--- src/rtl/conv_pkg.sv ---
// Shared definitions for the pixel converters: PISO state encoding and default geometry.
package conv_pkg;

  typedef enum logic {
    IDLE  = 1'b0,
    SHIFT = 1'b1
  } piso_state_t;

  localparam int PISO_N_DEF  = 3;
  localparam int PISO_PB_DEF = 8;

endpackage

--- src/rtl/piso.sv ---
// Parallel-in serial-out pixel converter: one N-pixel word in, N pixels out, pixel 0 first.
// Define PISO_DBUF_EN to add a one-word holding register for bubble-free streaming.
module piso
  import conv_pkg::*;
#(
  parameter int N  = PISO_N_DEF,
  parameter int PB = PISO_PB_DEF
) (
  input  logic              clk,
  input  logic              rst,
  input  logic              en,
  input  logic [2*PB*N-1:0] par_in,
  input  logic              par_valid,
  output logic              par_ready,
  output logic [2*PB-1:0]   ser_out,
  output logic              ser_valid,
  input  logic              ser_ready,
  output logic              ser_last
);

  localparam int PW = 2 * PB;
  localparam int WW = PW * N;
  localparam int CW = (N > 1) ? $clog2(N) : 1;
  localparam logic [CW-1:0] LAST = CW'(N - 1);

  piso_state_t   state;
  logic [CW-1:0] cnt;
  logic [WW-1:0] sreg;
  logic          last_pix, par_xfer, ser_xfer;

  assign last_pix  = (cnt == LAST);
  assign ser_valid = (state == SHIFT);
  assign ser_out   = sreg[PW-1:0];
  assign ser_last  = ser_valid & last_pix;
  assign par_xfer  = par_valid & par_ready;
  assign ser_xfer  = ser_valid & ser_ready;

`ifdef PISO_DBUF_EN
  logic [WW-1:0] hold;
  logic          hold_full;

  assign par_ready = en & ~rst & ~hold_full;
`else
  assign par_ready = en & ~rst & (state == IDLE);
`endif

  always_ff @(posedge clk or posedge rst) begin
    if (rst) begin
      state <= IDLE;
      cnt   <= '0;
      sreg  <= '0;
`ifdef PISO_DBUF_EN
      hold      <= '0;
      hold_full <= 1'b0;
`endif
    end else if (!en) begin
      state <= IDLE;
      cnt   <= '0;
      sreg  <= '0;
`ifdef PISO_DBUF_EN
      hold      <= '0;
      hold_full <= 1'b0;
`endif
    end else begin
      case (state)
        IDLE: begin
          if (par_xfer) begin
            sreg  <= par_in;
            cnt   <= '0;
            state <= SHIFT;
          end
        end
        SHIFT: begin
          if (ser_xfer) begin
            if (!last_pix) begin
              sreg <= sreg >> PW;
              cnt  <= cnt + 1'b1;
            end else begin
`ifdef PISO_DBUF_EN
              // Held word wins; a fresh word can only arrive here when the holder is empty.
              if (hold_full) begin
                sreg      <= hold;
                cnt       <= '0;
                hold_full <= 1'b0;
              end else if (par_xfer) begin
                sreg <= par_in;
                cnt  <= '0;
              end else begin
                cnt   <= '0;
                state <= IDLE;
              end
`else
              cnt   <= '0;
              state <= IDLE;
`endif
            end
          end
`ifdef PISO_DBUF_EN
          if (par_xfer && !(ser_xfer && last_pix)) begin
            hold      <= par_in;
            hold_full <= 1'b1;
          end
`endif
        end
        default: state <= IDLE;
      endcase
    end
  end

endmodule

--- config.mk ---
export PLATFORM = sky130hd
export DESIGN_NAME = piso
export DESIGN_NICKNAME = d
export VERILOG_FILES = /design/src/rtl/conv_pkg.sv /design/src/rtl/piso.sv
export SDC_FILE = /design/constraint.sdc
export NUM_CORES = 1
export LEC_CHECK = 0
export BUFFER_PORTS_ARGS = -buffer_cell sky130_fd_sc_hd__buf_4
export CAP_MARGIN = 20
export CORE_UTILIZATION = 45
export CTS_CLUSTER_SIZE = 14
export DETAILED_ROUTE_END_ITERATION = 16
export GPL_TIMING_DRIVEN = 0
export PLACE_DENSITY = 0.7
export SYNTH_ARGS = -nofsm -noshare
export SYNTH_HDL_FRONTEND = slang
export SYNTH_SLANG_ARGS = --single-unit
--- constraint.sdc ---
create_clock -name clk -period 2.4 [get_ports clk]
set_input_delay 0.48 -clock clk [delete_from_list [all_inputs] [get_ports clk]]
set_output_delay 0.48 -clock clk [all_outputs]
set_load 0.05 [all_outputs]
After elaboration in Yosys (flattened, before gate mapping)
Cells that the tools add are included.
- magnitude comparators: 0
- equality and inequality tests: 4
- div/mod/pow operators: 0
- add/subtract/negate cells: 1
- shifts and indexed selects: 0
- multiplexer cells: 15
- reductions and logical operators: 2
- multiply operators: 0
- bitwise gates (word level): 7
- operators by type and width (kind ; count):
    48-bit 2-to-1 mux ; 4
    48-bit case mux with 2 select lines ; 1
    2-bit 2-to-1 mux ; 4
    3-bit != test (second input constant) ; 2
    1-bit AND ; 5
    1-bit 2-to-1 mux ; 4
    2-bit case mux with 2 select lines ; 1
    3-bit by 2-bit != test with 1-bit output (second input constant) ; 1
    3-bit AND reduction ; 1
    2-bit by 1-bit adder with 2-bit output (second input constant) ; 1
    2-bit == test (second input constant) ; 1
    1-bit inverter ; 2
    1-bit case mux with 2 select lines ; 1
    2-bit AND reduction ; 1
- input bits: 53
- bits in latches: 0
- bits in writable memories: 0
- register bits: 51
- word-level logic and storage cells: 32
- memories kept: 0
- memory bits (read-only): 0
- output and inout port bits: 19

Depth between registers and ports, before layout
- depth in word-level cells: 7
- depth in mapped cells: 6
- gate-level depth less buffers: 3

Worst setup path after synthesis
No wires, ideal clock.
- kind: in2out
- start: input rst
- end: output par_ready
- data required time: 1920 ps
- stages on the path: 2
- slack: -205 ps
- path buffers: 0
- data arrival time: 2125 ps
- cells stage by stage: inv_1 -> and2_1
- cells in the longest elaborated chain, start to end: 3
- ends and longest elaborated chain (item ; RTL line ; source):
    start, declared ; piso.sv:10 ; input logic rst,
    1-bit inverter ; piso.sv:44 ; assign par_ready = en & ~rst & (state == IDLE);
    1-bit AND (2 in a row) ; piso.sv:44 ;
    end, declared ; piso.sv:14 ; output logic par_ready,
Every way passes these cells.

Worst setup path in the final report
- start: register state (netlist: ser_valid)
- end: output par_ready
- cells in the longest elaborated chain, start to end: 2
- ends and longest elaborated chain (item ; RTL line ; source):
    start, declared ; piso.sv:26 ; piso_state_t state;
    start signal, assigned ; piso.sv:49 ; state <= IDLE;
    start signal, assigned ; piso.sv:57 ; state <= IDLE;
    start signal, assigned ; piso.sv:70 ; state <= SHIFT;
    1-bit inverter ; n/a ;
    1-bit AND ; piso.sv:44 ;
Every way passes these cells.

==> flow_summary.ini <==
[clocking]
cts_root_buf = clkbuf_8
clock_latency_ps = 310
clkSlewWorstSetupHoldPaths_ps = 100
cts_made_buffers = 5
clock_path_buffers = 2
cts_tree = yes
htreeDepth = 2
cts_resized = 2
cts.sinks = 51
post_cts_buffers = 0
cts_hold_buf = 0

[drt]
wirelength_um = 5550
drcViolationCount = 0
dr_total_vias = 1891
first_pass_iters = 4
final_antenna_net_count = 0
vias_per_cell = 4.74
route.detailed.wl_per_inst_um = 13.9
drtIter0Drc = 85

[sta]
hold_viol = 0
skew_ps = 14.3
post-route-period-util_pct = 95.1
fin_crit_ps = 2280
tightest_slew_ps = 545
max_slew_margin_pct = 63.6
setup_violations = 0
finalWorstSetupSlack_ps = 118
slew_violations = 0
fmaxAchievable_ghz = 0.438

[power_and_ir_drop]
p_total_mw = 2.04
p_leak_nw = 1.76
peakVddDrop_v = 0.000293
p_per_area_nw_per_um2 = 581

[synth]
netlist_instances = 245
synth.most_common_cell = dfrtp_1
synth_edf_count = 0
synth_top_area_cell = dfrtp_1
synth-main-ff-cell = dfrtp_1
ys_types = 25
synthArstFlopShare_pct = 100
yosysTopAreaCellShare_pct = 45.9
avgSynthCellArea_um2 = 11.4
yosys-top-cells-area = dfrtp_1 (46%), mux2i_1 (17%), mux2_2 (9.7%)
synth_area_um2 = 2780
syn-num-nets = 298
ys_seq_area_share_pct = 45.9
synth_common_cells = dfrtp_1 (51), mux2i_1 (48), nor2b_1 (35)
yosysWarnings = 0
ys_ff_latch = 51

[worst_setup_path]
cp_max_fo = 10
cp-end-kind = output port
critical_path_class = flop to output port
arrival_ps = 1800
startpoint_type = flop
ff2ff_path_depth = 5
crit_required_ps = 1920

[floorplanning]
start_util_pct = 46.7
die_w_um = 80.6
die_y_um = 80.6
fp.dieArea_um2 = 6500
rows = 28
pin_count = 72
core_um2 = 5960

[min_path]
hold_class = input port to async pin

[global_route]
first_global_vias = 1808
antenna_found_initial = 0
grtUsageTotal_pct = 18.5
grt_overflow = 0
grt_first_pass_wirelength_um = 8960
grt_max_degree = 32

[flow_run]
max-cap-violations = 0

[finish]
final_area_um2 = 3520
layout.nets = 376
multi_input_area_um2 = 1230
syn_to_final_growth_pct = 26.5
utilization_pct = 59.1
register_area_um2 = 1280
fill_cells = 547
antenna_cells = 0
drive_above_1_share_pct = 40.1

[outcome]
status = complete, no violations

[placement]
dpl.hpwl_um = 4130
placed_area_um2 = 3430
place_congestion = 0.778
place_ws_ps = -154
port_buffers = 71
[cells in the final DEF, fill, tap and decap left out]
master / instances
nand2_1: 17
nand3b_1: 1
or3b_1: 1
nand2b_1: 1
clkbuf_8: 5
a22oi_2: 1
clkinvlp_4: 1
buf_2: 2
buf_6: 3
nor4bb_1: 1
mux2_2: 24
mux2i_1: 48
a21boi_0: 2
dfrtp_1: 51
nor3b_1: 1
nor2b_1: 35
clkbuf_1: 5
and3b_1: 1
buf_12: 1
buf_1: 1
a31oi_1: 1
and2_1: 1
o21ai_0: 1
o21a_1: 1
a21oi_1: 1
clkbuf_4: 1
clkinv_2: 1
mux2_1: 8
inv_1: 16
buf_4: 91
[cell type report]
type	instances	area share, %
buffer	30	6.15
clock buffer	7	2.17
clock inverter	1	0.142
inverter	17	1.92
multi-input combinational	146	35.0
sequential	51	36.3
tap	75	2.67
timing repair buffer	72	15.7
[flip-flops by register name, indices dropped and copies added, names as in the netlist]
register   flops
sreg          48
cnt            2
ser_valid      1
[cell families (layout without fill, tap and decap cells)]
logic type / count (synthesis) / count (layout) / share of synthesized area [%]
buf+inv: 48 / 127 / 9.90
flops: 51 / 51 / 45.9
mux: 80 / 80 / 30.2
simple gates: 59 / 59 / 12.1
compound gates: 7 / 7 / 1.84
[metal layers]
layer | track usage (%) | part of all wire [%]
met1 | 24.3 | 44
met2 | 31.1 | 51
met3 | 2.73 | 3.2
met4 | 5.71 | 1.3
met5 | 0 | 0
[where the power goes]
| group | switching (mW) | internal (mW) | total [mW] |
|---|---|---|---|
| Sequential | 0.0473 | 0.946 | 0.993 |
| Clock | 0.276 | 0.205 | 0.481 |
| Combinational | 0.290 | 0.279 | 0.569 |
[worst paths after layout]
check	start	endpoint	slack (ps)
worst min-delay path	rst	cnt[1]$_DFFE_PP0P_	210
max in group asynchronous	rst	sreg[45]$_DFFE_PP0P_	1670
worst max register to register	ser_valid$_DFF_PP0_	sreg[28]$_DFFE_PP0P_	430
min in group clk	ser_ready	ser_valid$_DFF_PP0_	370
worst max-delay path	ser_valid$_DFF_PP0_	par_ready	120
worst min register to register	sreg[30]$_DFFE_PP0P_	sreg[30]$_DFFE_PP0P_	500
[metrics by stage]
stage / instances / TNS, ps / hold WS (ps)
finish: 399 / 0 / 210
global placement: 391 / -296 / 470
detailed placement: 392 / -154 / 479
global route: 399 / -0.289 / 258
CTS: 400 / 0 / 231
floorplan: 245 / 0 / 458
[critical path, stage by stage (launching register included)]
cell and delay (ps):
dfrtp_1 450, buf_4 220, nor2b_1 120, clkbuf_4 190
buf_4 180, and2_1 140, buf_4 190
Note: power is estimated with default switching activity, not from simulation.
